**config.mk**
```make
export PLATFORM = sky130hd
export DESIGN_NAME = uart_frame_ctrl
export DESIGN_NICKNAME = d
export VERILOG_FILES = /design/src/rtl/uart_frame_ctrl.sv
export SDC_FILE = /design/constraint.sdc
export NUM_CORES = 1
export LEC_CHECK = 0
export ABC_CLOCK_PERIOD_IN_PS = 3350
export CORE_MARGIN = 8
export CORE_UTILIZATION = 55
export DETAILED_ROUTE_END_ITERATION = 10
export PLACE_DENSITY_LB_ADDON = 0.15
export RECOVER_POWER = 25
export SYNTH_ARGS = -nofsm -noshare
export SYNTH_HDL_FRONTEND = slang
export SYNTH_SLANG_ARGS = --single-unit
```
**constraint.sdc**
```tcl
create_clock -name clk -period 3.35 [get_ports clk]
set_clock_uncertainty 0.1 [all_clocks]
set_input_delay 0.5025 -clock clk [delete_from_list [all_inputs] [get_ports clk]]
set_output_delay 0.5025 -clock clk [all_outputs]
set_load 0.01 [all_outputs]
```
**src/rtl/uart_frame_ctrl.sv**
```systemverilog
// uart_frame_ctrl: full-duplex UART with configurable data width, parity and stop bits.
// Ports: clk, rst (sync, active-high); tx_data/tx_valid/tx_ready handshake and tx serial out;
// rx serial in (async), rx_data with rx_valid pulse, rx_parity_err and rx_frame_err status.
module uart_frame_ctrl #(
    parameter int CLOCKS_PER_PULSE = 5208,
    parameter int DATA_WIDTH       = 8,
    parameter int PARITY           = 0,
    parameter int STOP_BITS        = 1
) (
    input  logic                  clk,
    input  logic                  rst,
    input  logic [DATA_WIDTH-1:0] tx_data,
    input  logic                  tx_valid,
    output logic                  tx_ready,
    output logic                  tx,
    input  logic                  rx,
    output logic [DATA_WIDTH-1:0] rx_data,
    output logic                  rx_valid,
    output logic                  rx_parity_err,
    output logic                  rx_frame_err
);

    localparam int CW = $clog2(CLOCKS_PER_PULSE);
    localparam logic [CW-1:0] BIT_LAST  = CW'(CLOCKS_PER_PULSE - 1);
    localparam logic [CW-1:0] HALF_LAST = CW'(CLOCKS_PER_PULSE / 2 - 1);
    localparam logic [3:0] DATA_LAST = 4'(DATA_WIDTH - 1);
    localparam logic [3:0] STOP_LAST = 4'(STOP_BITS - 1);
    localparam logic HAS_PARITY = (PARITY != 0);
    localparam logic ODD        = (PARITY == 2);

    // ---------------- transmitter ----------------
    typedef enum logic [2:0] {
        T_IDLE, T_START, T_DATA, T_PARITY, T_STOP
    } tx_state_t;

    tx_state_t             tx_state;
    logic [CW-1:0]         tx_cnt;
    logic [3:0]            tx_bit;
    logic [DATA_WIDTH-1:0] tx_shift;
    logic                  tx_par;
    logic                  tx_tick;

    assign tx_tick = (tx_cnt == BIT_LAST);

    always_ff @(posedge clk) begin
        if (rst) begin
            tx_state <= T_IDLE;
            tx_cnt   <= '0;
            tx_bit   <= '0;
            tx_shift <= '0;
            tx_par   <= 1'b0;
            tx       <= 1'b1;
            tx_ready <= 1'b1;
        end else begin
            tx_cnt <= tx_tick ? '0 : tx_cnt + 1'b1;
            unique case (tx_state)
                T_IDLE: begin
                    tx_cnt <= '0;
                    // tx_ready is always high here, so tx_valid alone accepts
                    if (tx_valid) begin
                        tx_shift <= tx_data;
                        tx_par   <= (^tx_data) ^ ODD;
                        tx       <= 1'b0;
                        tx_ready <= 1'b0;
                        tx_state <= T_START;
                    end
                end
                T_START: begin
                    if (tx_tick) begin
                        tx       <= tx_shift[0];
                        tx_shift <= tx_shift >> 1;
                        tx_bit   <= '0;
                        tx_state <= T_DATA;
                    end
                end
                T_DATA: begin
                    if (tx_tick) begin
                        if (tx_bit == DATA_LAST) begin
                            tx_bit <= '0;
                            if (HAS_PARITY) begin
                                tx       <= tx_par;
                                tx_state <= T_PARITY;
                            end else begin
                                tx       <= 1'b1;
                                tx_state <= T_STOP;
                            end
                        end else begin
                            tx       <= tx_shift[0];
                            tx_shift <= tx_shift >> 1;
                            tx_bit   <= tx_bit + 1'b1;
                        end
                    end
                end
                T_PARITY: begin
                    if (tx_tick) begin
                        tx       <= 1'b1;
                        tx_state <= T_STOP;
                    end
                end
                T_STOP: begin
                    if (tx_tick) begin
                        if (tx_bit == STOP_LAST) begin
                            tx_ready <= 1'b1;
                            tx_state <= T_IDLE;
                        end else begin
                            tx_bit <= tx_bit + 1'b1;
                        end
                    end
                end
                default: tx_state <= T_IDLE;
            endcase
        end
    end

    // ---------------- receiver ----------------
    typedef enum logic [2:0] {
        R_IDLE, R_START, R_DATA, R_PARITY, R_STOP, R_WAIT_IDLE
    } rx_state_t;

    rx_state_t             rx_state;
    logic                  rx_meta;
    logic                  rx_sync;
    logic [CW-1:0]         rx_cnt;
    logic [3:0]            rx_bit;
    logic [DATA_WIDTH-1:0] rx_shift;
    logic                  rx_par_bad;
    logic                  rx_tick;

    assign rx_tick = (rx_cnt == BIT_LAST);

    always_ff @(posedge clk) begin
        if (rst) begin
            rx_meta       <= 1'b1;
            rx_sync       <= 1'b1;
            rx_state      <= R_IDLE;
            rx_cnt        <= '0;
            rx_bit        <= '0;
            rx_shift      <= '0;
            rx_par_bad    <= 1'b0;
            rx_data       <= '0;
            rx_valid      <= 1'b0;
            rx_parity_err <= 1'b0;
            rx_frame_err  <= 1'b0;
        end else begin
            rx_meta  <= rx;
            rx_sync  <= rx_meta;
            rx_valid <= 1'b0;
            rx_cnt   <= rx_tick ? '0 : rx_cnt + 1'b1;
            unique case (rx_state)
                R_IDLE: begin
                    rx_cnt <= '0;
                    if (!rx_sync) rx_state <= R_START;
                end
                R_START: begin
                    // half a bit in: still low means a real start bit,
                    // and every later sample lands mid-bit
                    if (rx_cnt == HALF_LAST) begin
                        rx_cnt   <= '0;
                        rx_bit   <= '0;
                        rx_state <= rx_sync ? R_IDLE : R_DATA;
                    end
                end
                R_DATA: begin
                    if (rx_tick) begin
                        rx_shift <= {rx_sync, rx_shift[DATA_WIDTH-1:1]};
                        if (rx_bit == DATA_LAST) begin
                            rx_state <= HAS_PARITY ? R_PARITY : R_STOP;
                        end else begin
                            rx_bit <= rx_bit + 1'b1;
                        end
                    end
                end
                R_PARITY: begin
                    if (rx_tick) begin
                        rx_par_bad <= rx_sync ^ (^rx_shift) ^ ODD;
                        rx_state   <= R_STOP;
                    end
                end
                R_STOP: begin
                    if (rx_tick) begin
                        rx_data       <= rx_shift;
                        rx_valid      <= 1'b1;
                        rx_parity_err <= HAS_PARITY && rx_par_bad;
                        rx_frame_err  <= !rx_sync;
                        // a low stop bit may be a break: wait for the line to recover
                        rx_state      <= rx_sync ? R_IDLE : R_WAIT_IDLE;
                    end
                end
                R_WAIT_IDLE: begin
                    rx_cnt <= '0;
                    if (rx_sync) rx_state <= R_IDLE;
                end
                default: rx_state <= R_IDLE;
            endcase
        end
    end

endmodule
```
* After elaboration in Yosys (flattened, before gate mapping)
Index checks and enable logic that the tools add are counted.
Widths: inputs -> output; s select.
** Cells by class
- Add/sub/neg operators :: 4
- Eq/ne operators :: 31
- Muxes and demuxes :: 46
- Bitwise operators :: 1
- Reductions and logical operators :: 21
** Operators by type and width (number)
- $mux 3 :: 15
- $ne 2x2->1 const B :: 17
- $mux 4 :: 8
- $mux 8 :: 4
- $add 13x1->13 const B :: 2
- $eq 13x13->1 const B :: 2
- $mux 13 :: 2
- $pmux 13 s2 :: 1
- $pmux 8 s3 :: 1
- $pmux 3 s6 :: 1
- $pmux 3 s5 :: 1
- $reduce_and 5->1 :: 3
- $reduce_and 7->1 :: 2
- $eq 13x12->1 const B :: 1
- $eq 3x2->1 const B :: 4
- $pmux 4 s3 :: 1
- $eq 3x3->1 const B :: 3
- $add 4x1->4 const B :: 2
- $eq 4x3->1 const B :: 2
- $mux 1 :: 8
- $pmux 4 s2 :: 1
- $reduce_and 4->1 :: 2
- $eq 3x1->1 const B :: 2
- $logic_not 3->1 :: 2
- 12 further kinds :: 16
** Storage, ports and cells
- Register bits after elaboration :: 70
- Input port bits :: 12
- Output and inout bits :: 13
- Logic and storage cells :: 118

* Logic depth before layout (Yosys ltp)
- Word-level depth :: 4
- Depth in mapped cells :: 8

* Worst setup path before layout
No wires, ideal clock.
- Path type :: reg-to-reg
- Start :: register tx_cnt[0]
- End :: register tx_shift[5]
- Arrival :: 1.700 ns
- Slack :: 1.480 ns
- Stages on the path, launching flop included :: 9
- Buffers on the path :: 2
- Cells stage by stage :: dfxtp_1 > ha_1 > and4bb_2 > and3_1 > buf_6 > a21boi_4 > buf_6 > or3_1 > a21oi_1
** On the way
- Cells in the longest elaborated chain, start to end :: 3
- Elaborated cells between the ends (all ways) :: 4
** RTL lines
- start: declaration :: RTL line 37 : logic [CW-1:0] tx_cnt;
- start signal: assignment :: RTL line 55 : tx_cnt <= tx_tick ? '0 : tx_cnt + 1'b1;
- $eq 13x13->1 * :: RTL line 43 : assign tx_tick = (tx_cnt == BIT_LAST);
- $ne 2x2->1 (no line)
- $reduce_and 5->1 (no line) *
- end signal: assignment :: RTL line 61 : tx_shift <= tx_data;
- end signal: assignment :: RTL line 71 : tx_shift <= tx_shift >> 1;
- end signal: assignment :: RTL line 89 : tx_shift <= tx_shift >> 1;
- end: declaration :: RTL line 39 : logic [DATA_WIDTH-1:0] tx_shift;
Mark *: on every way between the ends. The rest lies on a longest branch, timed or not.
A chain may end at the register's enable or synchronous reset.

==> key figures <==
Die
  • Row cnt: 28
  • DIE AREA: 8530 µm²
  • Core Area: 5780 µm²
  • Die height: 92.3 µm
  • Io pins: 25
  • Chip Width: 92.3 µm
  • Initial Util: 0.555

Worst setup path
  • Required @ worst endpoint: 3.43 ns
  • CP max stage delay: 0.95 ns
  • Worst Setup Start Kind: input port
  • Critical path's slowest cell: dlygate4sd3_1
  • Critical path cell sequence: dlygate4sd3_1, clkbuf_1, a211o_1, o31ai_1
  • Worst endpoint data arrival time: 2.47 ns
  • Crit path kind: in -> reg
  • CP max FO: 25
  • Worst R2R Setup Slack: 1.00 ns
  • Reg2reg path depth: 6
  • Critical Path Sink Type: flip-flop

Timing
  • Final min period: 2.39 ns
  • Slew HR: 0.380
  • Fin crit share: 0.712
  • # setup viols final: 0
  • Max frequency: 419 MHz
  • Setup WS post-layout: 0.965 ns
  • Post-route setup TNS: 0 ns
  • Final max-slew violation count: 0
  • Hold slack final: 0.314 ns
  • RSZ-0062 raised after global routing: false
  • Final hold vios: 0
  • Worst slew pin tran: 0.930 ns

Finish
  • P&R area growth vs syn: 15.0%
  • Post-layout util: 0.638
  • Share of cells above drive strength 1: 0.0733
  • Final nets: 394
  • Antenna diode count: 0
  • Fin area: 3690 µm²
  • Fillers: 521

Yosys
  • Synth Cell Area: 3210 µm²
  • Ys flop type: dfxtp_1
  • Post-synth top area share: 0.437
  • Syn nets: 374
  • Synth Warn #: 0
  • Post-synth ARST share: 0
  • Number of enable flip-flop cells after synthesis: 0
  • Sequential element share of the synthesized area: 0.437
  • Dominant cell type by area after synthesis: dfxtp_1
  • FF+latch count, synth: 70
  • Synthesized area per cell: 8.98 µm²
  • Unique cell type count in the Yosys netlist: 51
  • Top cells by area, synth: dfxtp_1 (44%), mux2i_1 (7.8%), nor2_1 (7.0%), xor2_1 (4.4%), a21oi_1 (3.4%)
  • Mapped Cells: 357

CTS
  • Num CTS Buffers: 9
  • Clk Latency, worst-skew pair: 0.34 ns
  • Post-CTS Hold Buffers: 0
  • CTS tree: done
  • # clock sinks: 70
  • CTS-repair resized insts: 0
  • Clk buf depth: 2
  • H-tree depth: 3
  • Post-CTS setup buffers: 0
  • CTS clk-pin slew, worst paths: 0.08 ns
  • Clock Root Buffer: clkbuf_8

Global route
  • GRT Resource Usage Total: 0.150
  • First-pass GRT wire length: 10.8 mm
  • Initial antenna violation count: 0
  • Remaining Overflow, GRT: 0
  • Vias in the first global route: 2431
  • Largest net degree at the start of global routing: 26

Pwr
  • PD cells: 460 nW/µm²
  • Maximum VDD drop: 0.000224 V
  • P_leak: 1.37 nW

Hold path
  • Hold WC Path Type: reg -> reg
  • Hold depth: 1

Run status
  • Outcome: complete, no violations

Place
  • DP Area: 3460 µm²
  • Post-DP HPWL: 4.20 mm
  • Port Buffers: 23
  • Post-placement worst setup slack: 1.07 ns
  • RD Place Congestion: 0.833

Drt
  • DR DRC count: 0
  • Vias: 2451
  • Via density per instance: 5.36
  • DR iter-0 viols: 141
  • Final WL: 5.99 mm
  • Wire length per cell: 13.1 µm
  • Routed Antenna Nets: 0
  • DR pass1 iterations: 5

Flow run
  • MaxCap Viol Count: 0
==> where the power goes <==
group,switching (mW),total [mW],internal (mW)
Combinational,0.0410,0.0785,0.0376
Sequential,0.00840,0.852,0.843
Clock,0.338,0.767,0.429
Total,0.387,1.70,1.31
==> cell type report <==
cell class	count	area, µm²	share of cell area
Timing Repair Buffer	25	241	0.0655
Tap cell	75	93.8	0.0254
Multi-Input combinational cell	264	1700	0.460
Clock inverter	7	104	0.0282
Sequential cell	70	1400	0.380
Inverter	7	26.3	0.00713
Clock buffer	9	124	0.0336
==> cells by family (layout without fill, tap and decap cells) <==
logic type / count (synthesis) / count (layout) / synth area share
and+or+nand+nor: 150 / 150 / 0.250
AOI/OAI and AO/OA: 59 / 59 / 0.115
muxes: 25 / 25 / 0.0781
buffers and inverters: 23 / 48 / 0.0336
DFF: 70 / 70 / 0.437
adders and majority gates: 5 / 5 / 0.0195
xor gates and xnor gates: 24 / 24 / 0.0656
other: 1 / 1 / 0.00117
==> per-stage QoR <==
stage	instances	total power, mW
after global routing	457	1.77
after CTS	457	1.72
after detailed placement	441	0.953
after global placement	441	0.950
after floorplan	357	0.924
final	457	1.70
==> cells in the mapped netlist (all sizes together) (2+ instances only) <==
| cell | instances |
|---|---|
| buf | 5 |
| and3 | 6 |
| mux2i | 25 |
| or2 | 3 |
| or3 | 8 |
| o31ai | 2 |
| nand2b | 8 |
| xor2 | 16 |
| nor2 | 61 |
| and3b | 2 |
| o21ai | 20 |
| a21oi | 23 |
| nor3 | 7 |
| o21a | 2 |
| nor3b | 3 |
| nand2 | 12 |
| and4 | 3 |
| and2 | 2 |
| and4bb | 3 |
| nor2b | 3 |
| clkbuf | 11 |
| nand3 | 12 |
| dfxtp | 70 |
| a211o | 3 |
| a211oi | 3 |
| nand4 | 8 |
| inv | 7 |
| nand3b | 2 |
| ha | 5 |
| xnor2 | 8 |
==> critical path, delay by kind of cell <==
family,cells,cell delay (ns)
buffers and inverters,2,1.71
AOI/OAI and AO/OA,2,0.25
==> flip-flops by register name, indices dropped and copies added, names as in the netlist <==
signal / flops
tx_bit: 4
rx_meta: 1
rx_frame_err: 1
rx_data: 8
rx_sync: 1
tx_state: 3
rx_valid: 1
tx_ready: 1
rx_bit: 4
rx_cnt: 13
tx: 1
tx_shift: 8
tx_cnt: 13
rx_shift: 8
rx_state: 3
==> routing by layer <==
metal,part of all wire,track usage
met1,0.48,0.187
met2,0.46,0.241
met3,0.041,0.0396
met4,0.016,0.0617
met5,0,0
==> cells in the final DEF, fill, tap and decap left out, types with 5 or more instances in the layout <==
master / netlist / layout
or3_1: 8 / 8
o21ai_0: 13 / 13
nand3_1: 12 / 12
mux2i_1: 25 / 25
nor3_1: 7 / 7
dfxtp_1: 70 / 70
clkdlybuf4s50_1: 0 / 10
a21oi_1: 22 / 22
xor2_1: 16 / 16
nand2_1: 12 / 12
dlygate4sd3_1: 0 / 13
xnor2_1: 8 / 8
nand2b_1: 8 / 8
o21ai_1: 6 / 6
nor2_1: 60 / 60
and3_1: 6 / 6
nand4_1: 8 / 8
clkbuf_8: 0 / 9
ha_1: 5 / 5
inv_1: 7 / 7
==> path summary, 6_finish.rpt <==
path	start	to
min reg2reg	rx_meta	rx_sync
max reg2reg	rx_cnt[0]	rx_frame_err
max	rst	rx_state[0]
min	rx_meta	rx_sync
(Power assumes the default switching activity.)
